File: src/rtl/bin_bcd_seq.sv
// ----------------------------------------------------------------------------
// bin_bcd_seq
//
// Sequential binary-to-BCD converter using the iterative double-dabble
// (shift-and-add-3) algorithm. One binary bit is consumed per clock.
// The result is registered and held until the next conversion completes.
// Sits in the frequency-counter display path: the count register feeds it
// and the digit drivers consume its packed BCD output.
//
// Parameters
//   BIN_W   binary operand width (>= 1)
//   DIGITS  number of BCD digits produced (bcd is 4*DIGITS bits)
//
// Ports
//   clk       in   1          system clock, rising edge
//   rst_n     in   1          asynchronous active-low reset
//   start     in   1          conversion request, honoured only while idle
//   bin       in   BIN_W      binary operand, captured on the accepting edge
//   busy      out  1          high while a conversion is in progress
//   done      out  1          one-cycle pulse when bcd/overflow are updated
//   bcd       out  4*DIGITS   packed BCD result, digit 0 (ones) in bits [3:0]
//   overflow  out  1          value did not fit in DIGITS digits
//
// Timing: start sampled at edge E0, BIN_W shift iterations follow, then one
// DONE cycle; done is visible in the cycle after edge E0+BIN_W+1. In the
// done cycle the FSM is already idle, so a new start there is accepted.
// ----------------------------------------------------------------------------
module bin_bcd_seq #(
  parameter int BIN_W  = 8,
  parameter int DIGITS = 3
) (
  input  logic                  clk,
  input  logic                  rst_n,
  input  logic                  start,
  input  logic [BIN_W-1:0]      bin,
  output logic                  busy,
  output logic                  done,
  output logic [4*DIGITS-1:0]   bcd,
  output logic                  overflow
);

  localparam int BCD_W = 4 * DIGITS;
  localparam int CNT_W = $clog2(BIN_W + 1);

  localparam logic [CNT_W-1:0] CNT_LOAD = CNT_W'(BIN_W);
  localparam logic [CNT_W-1:0] CNT_ONE  = CNT_W'(1);

  typedef enum logic [1:0] {
    ST_IDLE  = 2'd0,
    ST_SHIFT = 2'd1,
    ST_DONE  = 2'd2
  } state_t;

  // --------------------------------------------------------------------------
  // Double-dabble adjust: every digit >= 5 gets +3 so that the following
  // left shift produces a correct decimal carry into the next digit. All
  // digits are adjusted in parallel from the same pre-shift value.
  // --------------------------------------------------------------------------
  function automatic logic [BCD_W-1:0] dabble_adjust(input logic [BCD_W-1:0] digits);
    logic [BCD_W-1:0] res;
    res = digits;
    for (int k = 0; k < DIGITS; k++) begin
      if (digits[4*k +: 4] >= 4'd5) begin
        res[4*k +: 4] = digits[4*k +: 4] + 4'd3;
      end else begin
        res[4*k +: 4] = digits[4*k +: 4];
      end
    end
    return res;
  endfunction

  // State and datapath registers
  state_t             state_q,    state_d;
  logic [BIN_W-1:0]   sr_q,       sr_d;        // remaining binary bits, MSB first
  logic [BCD_W-1:0]   scr_q,      scr_d;       // scratch BCD digits
  logic               acc_q,      acc_d;       // overflow accumulator
  logic [CNT_W-1:0]   cnt_q,      cnt_d;       // iterations left
  logic               busy_q,     busy_d;
  logic               done_q,     done_d;
  logic [BCD_W-1:0]   bcd_q,      bcd_d;
  logic               overflow_q, overflow_d;

  // Combinational shift datapath
  logic [BCD_W-1:0]   adj_s;
  logic [BCD_W-1:0]   scr_shift_s;
  logic [BIN_W-1:0]   sr_shift_s;
  logic               shift_out_s;

  // Adjust digits then shift {digits, binary} left by one; the bit leaving
  // the top digit is a decimal carry that the scratch cannot hold.
  always_comb begin
    adj_s = dabble_adjust(scr_q);
    {shift_out_s, scr_shift_s, sr_shift_s} = {adj_s, sr_q, 1'b0};
  end

  // Next-state and next-output logic for the conversion FSM
  always_comb begin
    state_d    = state_q;
    sr_d       = sr_q;
    scr_d      = scr_q;
    acc_d      = acc_q;
    cnt_d      = cnt_q;
    busy_d     = busy_q;
    done_d     = 1'b0;
    bcd_d      = bcd_q;
    overflow_d = overflow_q;

    case (state_q)
      ST_IDLE: begin
        if (start) begin
          sr_d    = bin;
          scr_d   = {BCD_W{1'b0}};
          acc_d   = 1'b0;
          cnt_d   = CNT_LOAD;
          busy_d  = 1'b1;
          state_d = ST_SHIFT;
        end else begin
          state_d = ST_IDLE;
        end
      end

      ST_SHIFT: begin
        sr_d  = sr_shift_s;
        scr_d = scr_shift_s;
        acc_d = acc_q | shift_out_s;
        cnt_d = cnt_q - CNT_ONE;
        // The iteration that consumes the last binary bit ends the shift phase
        if (cnt_q == CNT_ONE) begin
          state_d = ST_DONE;
        end else begin
          state_d = ST_SHIFT;
        end
      end

      ST_DONE: begin
        bcd_d      = scr_q;
        overflow_d = acc_q;
        done_d     = 1'b1;
        busy_d     = 1'b0;
        state_d    = ST_IDLE;
      end

      default: begin
        // Unreachable encoding: recover to idle without publishing a result
        busy_d  = 1'b0;
        state_d = ST_IDLE;
      end
    endcase
  end

  // State and datapath registers with asynchronous clear
  always_ff @(posedge clk or negedge rst_n) begin
    if (!rst_n) begin
      state_q    <= ST_IDLE;
      sr_q       <= {BIN_W{1'b0}};
      scr_q      <= {BCD_W{1'b0}};
      acc_q      <= 1'b0;
      cnt_q      <= {CNT_W{1'b0}};
      busy_q     <= 1'b0;
      done_q     <= 1'b0;
      bcd_q      <= {BCD_W{1'b0}};
      overflow_q <= 1'b0;
    end else begin
      state_q    <= state_d;
      sr_q       <= sr_d;
      scr_q      <= scr_d;
      acc_q      <= acc_d;
      cnt_q      <= cnt_d;
      busy_q     <= busy_d;
      done_q     <= done_d;
      bcd_q      <= bcd_d;
      overflow_q <= overflow_d;
    end
  end

  assign busy     = busy_q;
  assign done     = done_q;
  assign bcd      = bcd_q;
  assign overflow = overflow_q;

endmodule

File: config.mk
export PLATFORM = sky130hd
export DESIGN_NAME = bin_bcd_seq
export DESIGN_NICKNAME = d
export VERILOG_FILES = /design/src/rtl/bin_bcd_seq.sv
export SDC_FILE = /design/constraint.sdc
export NUM_CORES = 1
export LEC_CHECK = 0
export CORE_MARGIN = 1.5
export CORE_UTILIZATION = 44
export DETAILED_ROUTE_END_ITERATION = 10
export PLACE_DENSITY = 0.66
export RECOVER_POWER = 50
export SLEW_MARGIN = 20
export SYNTH_ARGS = -nofsm -noshare
export SYNTH_HDL_FRONTEND = slang
export SYNTH_SLANG_ARGS = --single-unit
File: constraint.sdc
create_clock -name clk -period 1.6 [get_ports clk]
set_input_delay 0.48 -clock clk [delete_from_list [all_inputs] [get_ports clk]]
set_output_delay 0.48 -clock clk [all_outputs]
set_load 0.05 [all_outputs]
==> results of run 1 <==
through the flow:
stage	setup TNS, ns	worst slack, ns
2_1_floorplan	0	0.332
3_3_place_gp	-3.39	-0.220
3_5_place_dp	-4.59	-0.288
4_1_cts	0	0.0240
5_1_grt	-0.185	-0.0674
6_report	0	0.0236
routing by layer:
metal	up-vias	global-route usage, %
li1	742	-
met1	713	21.4
met2	45	28.9
met3	8	4.76
met4	0	6.62
met5	-	0
registers in the layout (all words and copies together), names as in the netlist:
name,count
state_q,2
acc_q,1
bcd,12
sr_q,8
scr_q,12
done,1
overflow,1
cnt_q,4
busy,1
cell usage in the layout, fill, tap and decap left out, types with 3 or more instances in the layout:
master | Yosys | routed
o32ai_1 | 3 | 3
o221ai_1 | 3 | 3
ha_1 | 8 | 8
clkbuf_8 | 0 | 6
dfrtp_1 | 42 | 42
clkdlybuf4s50_1 | 0 | 9
o21ai_1 | 23 | 23
o21ai_0 | 3 | 3
inv_1 | 16 | 16
nand2b_1 | 5 | 5
nand2_1 | 28 | 28
xnor2_1 | 3 | 3
a32o_1 | 3 | 3
buf_4 | 1 | 9
mux2i_1 | 7 | 7
o21a_1 | 3 | 3
o31ai_1 | 4 | 4
buf_12 | 0 | 15
nor2_1 | 4 | 4
o2111ai_1 | 6 | 6
o211ai_1 | 3 | 3
power by group through the flow:
stage	clock network, mW	registers, mW	logic (mW)
2_1_floorplan	0	2.27	1.40
3_3_place_gp	0	1.88	2.83
3_5_place_dp	0	1.90	2.94
4_1_cts	0.708	1.88	2.94
5_1_grt	0.766	1.95	3.18
6_report	0.691	1.89	2.94
path summary, 6_finish.rpt:
check	endpoint	startpoint
max	sr_q[5]	start
max in group asynchronous	scr_q[9]	rst_n
min in group clk	scr_q[0]	sr_q[7]
max reg2reg	scr_q[1]	scr_q[0]
min	scr_q[11]	rst_n
min reg2reg	scr_q[0]	sr_q[7]
final cells by class:
type	count	area (um2)	share of cell area [%]
Sequential cell	42	1050	40.9
Multi-Input combinational cell	123	822	32.0
Timing Repair Buffer	36	479	18.6
Clock buffer	7	86.3	3.36
Tap cell	52	65.1	2.53
Inverter	17	63.8	2.48
Clock inverter	1	5.00	0.195
cells by family (layout without fill, tap and decap cells):
family | count (synthesis) | in the layout | share of synthesized area (%)
adder cells (fa/ha/maj) | 8 | 8 | 5.04
buffers and inverters | 27 | 61 | 6.18
multiplexers | 7 | 7 | 3.53
flip-flops | 42 | 42 | 52.9
AND/OR/NAND/NOR | 47 | 47 | 11.1
AO/OA/AOI/OAI | 58 | 58 | 19.9
XOR/XNOR | 3 | 3 | 1.32
==> out/metrics.cfg, run 1 <==
[route]
vias=1508
wl_per_cell_um=14.0
wl_met1_mm=1.81
route.detailed.drc=0
postRouteWirelength_mm=3.89
drtIter0Drc=42
met3_length_um=203
wl_met2_mm=1.81
vias_per_cell=5.42
final_antenna_net_count=0
highest_layer=met4
first_pass_iters=4

[run]
max_cap_viol_count=0

[cts]
cts.sinks=42
cts_buffers=5
cts_resized=0
path_clk_slew_ns=0.08
cts_buffer_depth=2
insertion_delay_ns=0.29
htree_levels=2
root_buffer=clkbuf_8
cts_setup_buffers=0
cts_tree=built
ctsHoldBuffers=0

[global_route]
grt_pass1_wl_mm=6.71
grt_use_total_pct=17.3
grt_max_degree=43
antenna_found_initial=0
grt_pass1_vias=1512
grt-ovfl-total=0

[sta]
hold_violations=0
min_period_ns=1.58
worst_clock_skew_ns=0.0113
whs_ns=0.432
setup_viol=0
relSlewSlack_pct=33.3
slew_viol_final=0
fin_crit_sh_pct=98.5
worstMarginPinSlew_ns=1.00
max_freq_mhz=634

[power]
switching_power_mw=2.33
p_clk_share_pct=12.5
p_int_mw=3.19
swShare_pct=42.2
powerDensity_nw_per_um2=2150
p_total_mw=5.52
vdd_ir_drop_max_mv=0.863
p_leak_nw=1.16
p_comb_share_pct=53.2
seq_power_share_pct=34.3

[setup_path]
end_kind=flip-flop
crit_slowest_cell=clkdlybuf4s50_1
worst_path_largest_cell_delay_ns=0.53
path_class=input port to flip-flop
path_buf_inv=2
reg2regPathDepth=5
critPathLaunchType=input port
path_delay_family=buffers and inverters
cp_cell_sequence=clkdlybuf4s50_1 -> nor3b_2 -> buf_6 -> mux2i_1 -> o21ai_1
worst-path-stages=5
cp.arrival_ns=1.75
regToRegSetupSlack_ns=0.11
worstPathMaxFanout=7
crit_required_ns=1.78

[cells_and_area]
final_layout_size_suffix_gt1_share_pct=16.8
layout-area-overhead-vs-synth_pct=29.6
fill_cells=384
diodes=0
fin_nets=244
final_area_um2=2570
post-route-util_pct=59.1
finalNonFillerCells=278

[floorplan]
row_count=24
core_um2=4350
ios=26
die_x_um=70.2
die_area_um2=4920
die_y_um=70.2
initial_core_util_pct=45.6

[status]
status=complete, no violations

[yosys]
synth-seq-cells=42
netlist_top_cells_count=dfrtp_1 (42), nand2_1 (28), o21ai_1 (23)
netlist_instances=192
yosys_warnings=0
async_reset_ff_share_pct=100
synth_cell_types=34
synth_top_area_share_pct=52.9
synth_largest_area_cell=dfrtp_1
synthFlopType=dfrtp_1
synth_seq_area_share_pct=52.9
synth_area_per_cell_um2=10.3
synth_most_common_cell=dfrtp_1
synth_edf_count=0
synthTopCellsByArea=dfrtp_1 (53%), o21ai_1 (5.8%), nand2_1 (5.3%)
syn_area_um2=1990
synth_nets=211

[hold_path]
hp-class=input port to asynchronous set/reset pin

[place]
placed_area_um2=2480
io_buffers=25
gp_congestion=0.787
hpwlAfterDp_mm=2.84
dp_cells=270

(Power assumes the default switching activity.)
==> run 2: changes to the inputs <==
--- a/config.mk
+++ b/config.mk
@@ -5,12 +5,14 @@
 export SDC_FILE = /design/constraint.sdc
 export NUM_CORES = 1
 export LEC_CHECK = 0
+export CAP_MARGIN = 20
 export CORE_MARGIN = 1.5
 export CORE_UTILIZATION = 44
+export CTS_CLUSTER_SIZE = 20
 export DETAILED_ROUTE_END_ITERATION = 10
 export PLACE_DENSITY = 0.66
 export RECOVER_POWER = 50
-export SLEW_MARGIN = 20
+export SLEW_MARGIN = 5
 export SYNTH_ARGS = -nofsm -noshare
 export SYNTH_HDL_FRONTEND = slang
 export SYNTH_SLANG_ARGS = --single-unit
==> results of run 2 <==
Same layout as run 1: the final DEF is identical, and so are final timing and power.
==> run 3: changes to the inputs <==
--- a/config.mk
+++ b/config.mk
@@ -6,7 +6,7 @@
 export NUM_CORES = 1
 export LEC_CHECK = 0
 export CAP_MARGIN = 20
-export CORE_MARGIN = 1.5
+export CORE_MARGIN = 2
 export CORE_UTILIZATION = 44
 export CTS_CLUSTER_SIZE = 20
 export DETAILED_ROUTE_END_ITERATION = 10
==> run 3 against run 2 <==
- critical endpoint is now sr_q[2]
- worst hold slack gained 0.0059 ns
- die area up 2.9%
- wire length shrank 2.5%
- critical path type unchanged
- first-iteration DRC count rose by 64%
==> out/metrics.cfg, run 3 (synthesis results as in run 1) <==
[route]
wl_met1_mm=1.68  ; -6.9%
postRouteWirelength_mm=3.80  ; -2.5%
wl_per_cell_um=13.7  ; -2.2%
wl_met2_mm=1.83  ; +1.6%
vias_per_cell=5.42  ; about the same
vias=1502  ; -0.40%
route.detailed.drc=0  ; unchanged
final_antenna_net_count=0  ; unchanged
first_pass_iters=4  ; unchanged
drtIter0Drc=69  ; +64%
met3_length_um=230  ; +13%
highest_layer=met4

[setup_path]
worstPathMaxFanout=8  ; +1
regToRegSetupSlack_ns=0.13  ; +0.02 ns
cp.arrival_ns=1.72  ; -0.03 ns
reg2regPathDepth=5  ; unchanged
path_class=input port to flip-flop
critPathLaunchType=input port
crit_required_ns=1.78  ; about the same
end_kind=flip-flop

[cells_and_area]
layout-area-overhead-vs-synth_pct=28.7
final_layout_size_suffix_gt1_share_pct=16.0  ; -0.81 points
layout_commonest_cell=dfrtp_1
finalNonFillerCells=277  ; -0.36%
layout_common_cells=dfrtp_1 (42), nand2_1 (28), o21ai_1 (19)
diodes=0  ; unchanged
fin_nets=243  ; -0.41%
final_area_um2=2550  ; -0.68%

[place]
dp_cells=269  ; -0.37%
gp_congestion=0.780  ; -0.90%
io_buffers=25  ; unchanged
placed_area_um2=2470  ; -0.30%
hpwlAfterDp_mm=2.87  ; +1.3%

[global_route]
grt-ovfl-total=0  ; unchanged
grt_pass1_wl_mm=6.70  ; -0.10%
grt_pass1_vias=1502  ; -0.66%
antenna_found_initial=0  ; unchanged
grt_use_total_pct=16.8  ; -0.54 points
grt_max_degree=43  ; unchanged

[sta]
tns_ns=0  ; unchanged
slew_viol_final=0  ; unchanged
fin_crit_sh_pct=96.2  ; -2.3 points
max_freq_mhz=650  ; +2.4%
hold_violations=0  ; unchanged
rsz0062_at_grt=false
worstMarginPinSlew_ns=1.01  ; +0.00577 ns
setup_viol=0  ; unchanged
worst_clock_skew_ns=0.00246  ; -0.00881 ns
relSlewSlack_pct=32.9  ; -0.38 points
min_period_ns=1.54  ; -0.0373 ns

[floorplan]
core_um2=4350  ; unchanged
die_area_um2=5070  ; +2.9%
initial_core_util_pct=45.6  ; unchanged
row_count=24  ; unchanged
die_x_um=71.2  ; +1.4%
ios=26  ; unchanged
die_y_um=71.2  ; +1.4%

[cts]
root_buffer=clkbuf_8
htree_levels=2  ; unchanged
cts.sinks=42  ; unchanged
ctsHoldBuffers=0  ; unchanged
cts_buffers=5  ; unchanged
cts_tree=built
insertion_delay_ns=0.29  ; about the same
cts_buffer_depth=2  ; unchanged
path_clk_slew_ns=0.08  ; about the same

[power]
vdd_ir_drop_max_mv=0.969  ; +12%
powerDensity_nw_per_um2=2150  ; +0.17%
p_leak_nw=1.15  ; -0.87%

[run]
max_cap_viol_count=0  ; unchanged

[status]
status=complete, no violations

[hold_path]
hp-class=input port to asynchronous set/reset pin

==> run 3: cell count changes in the layout (fill, tap and decap cells not counted), sizes merged <==
cell      previous run  this run
buf                 26        24
clkinvlp             0         1
==> run 3: repair_timing <==
action / 4_1_cts / 5_1_grt
setup endpoints to repair: 0 / 2
gates resized for setup: 0 / 1
setup buffers: 0 / 0
==> run 3: metrics by stage <==
stage / hold WS, ns / util (%) / total power [mW] / worst slack [ns]
final: 0.438 / 58.7 / 5.49 / 0.0610
after global routing: 0.528 / 58.7 / 5.89 / 0.00494
after CTS: 0.156 / 59.0 / 5.55 / 0.0381
after detailed placement: 0.467 / 56.8 / 4.84 / -0.285
after global placement: 0.468 / 56.8 / 4.70 / -0.227
after floorplan: 0.184 / - / 3.66 / 0.332
==> run 3: final timing paths <==
| check | start | endpoint |
|---|---|---|
| worst max-delay path | start | sr_q[2] |
| worst min-delay path | rst_n | bcd[5] |
| worst max register to register | scr_q[0] | scr_q[1] |
| worst min register to register | sr_q[7] | scr_q[0] |
| max in group asynchronous | rst_n | scr_q[3] |
| min in group clk | sr_q[7] | scr_q[0] |
==> run 3: routing by layer <==
| metal | vias up | track usage, % |
|---|---|---|
| met4 | 0 | 6.08 |
| li1 | 737 | - |
| met5 | - | 0 |
| met3 | 4 | 4.99 |
| met1 | 713 | 19.7 |
| met2 | 48 | 29.0 |
==> run 3: area by class of cell <==
class / count / area [um2]
inverters: 17 / 63.8
repair buffers: 35 / 465
well taps: 52 / 65.1
clock inverters: 2 / 12.5
multi-input cells: 123 / 815
fillers: 380 / 1800
flip-flops and latches: 42 / 1050
clock buffers: 6 / 82.6
==> run 3: worst max-delay path: stages <==
cell             delay (ns)
clkdlybuf4s50_1        0.54
nor3b_1                0.20
buf_4                  0.21
mux2i_1                0.21
o21ai_1                0.08
==> run 3: power by group <==
part / leakage, nW / switching (mW) / internal, mW
clock: 0.0472 / 0.349 / 0.346
sequential: 0.550 / 0.408 / 1.49
combinational: 0.549 / 1.57 / 1.33
total: 1.15 / 2.33 / 3.17
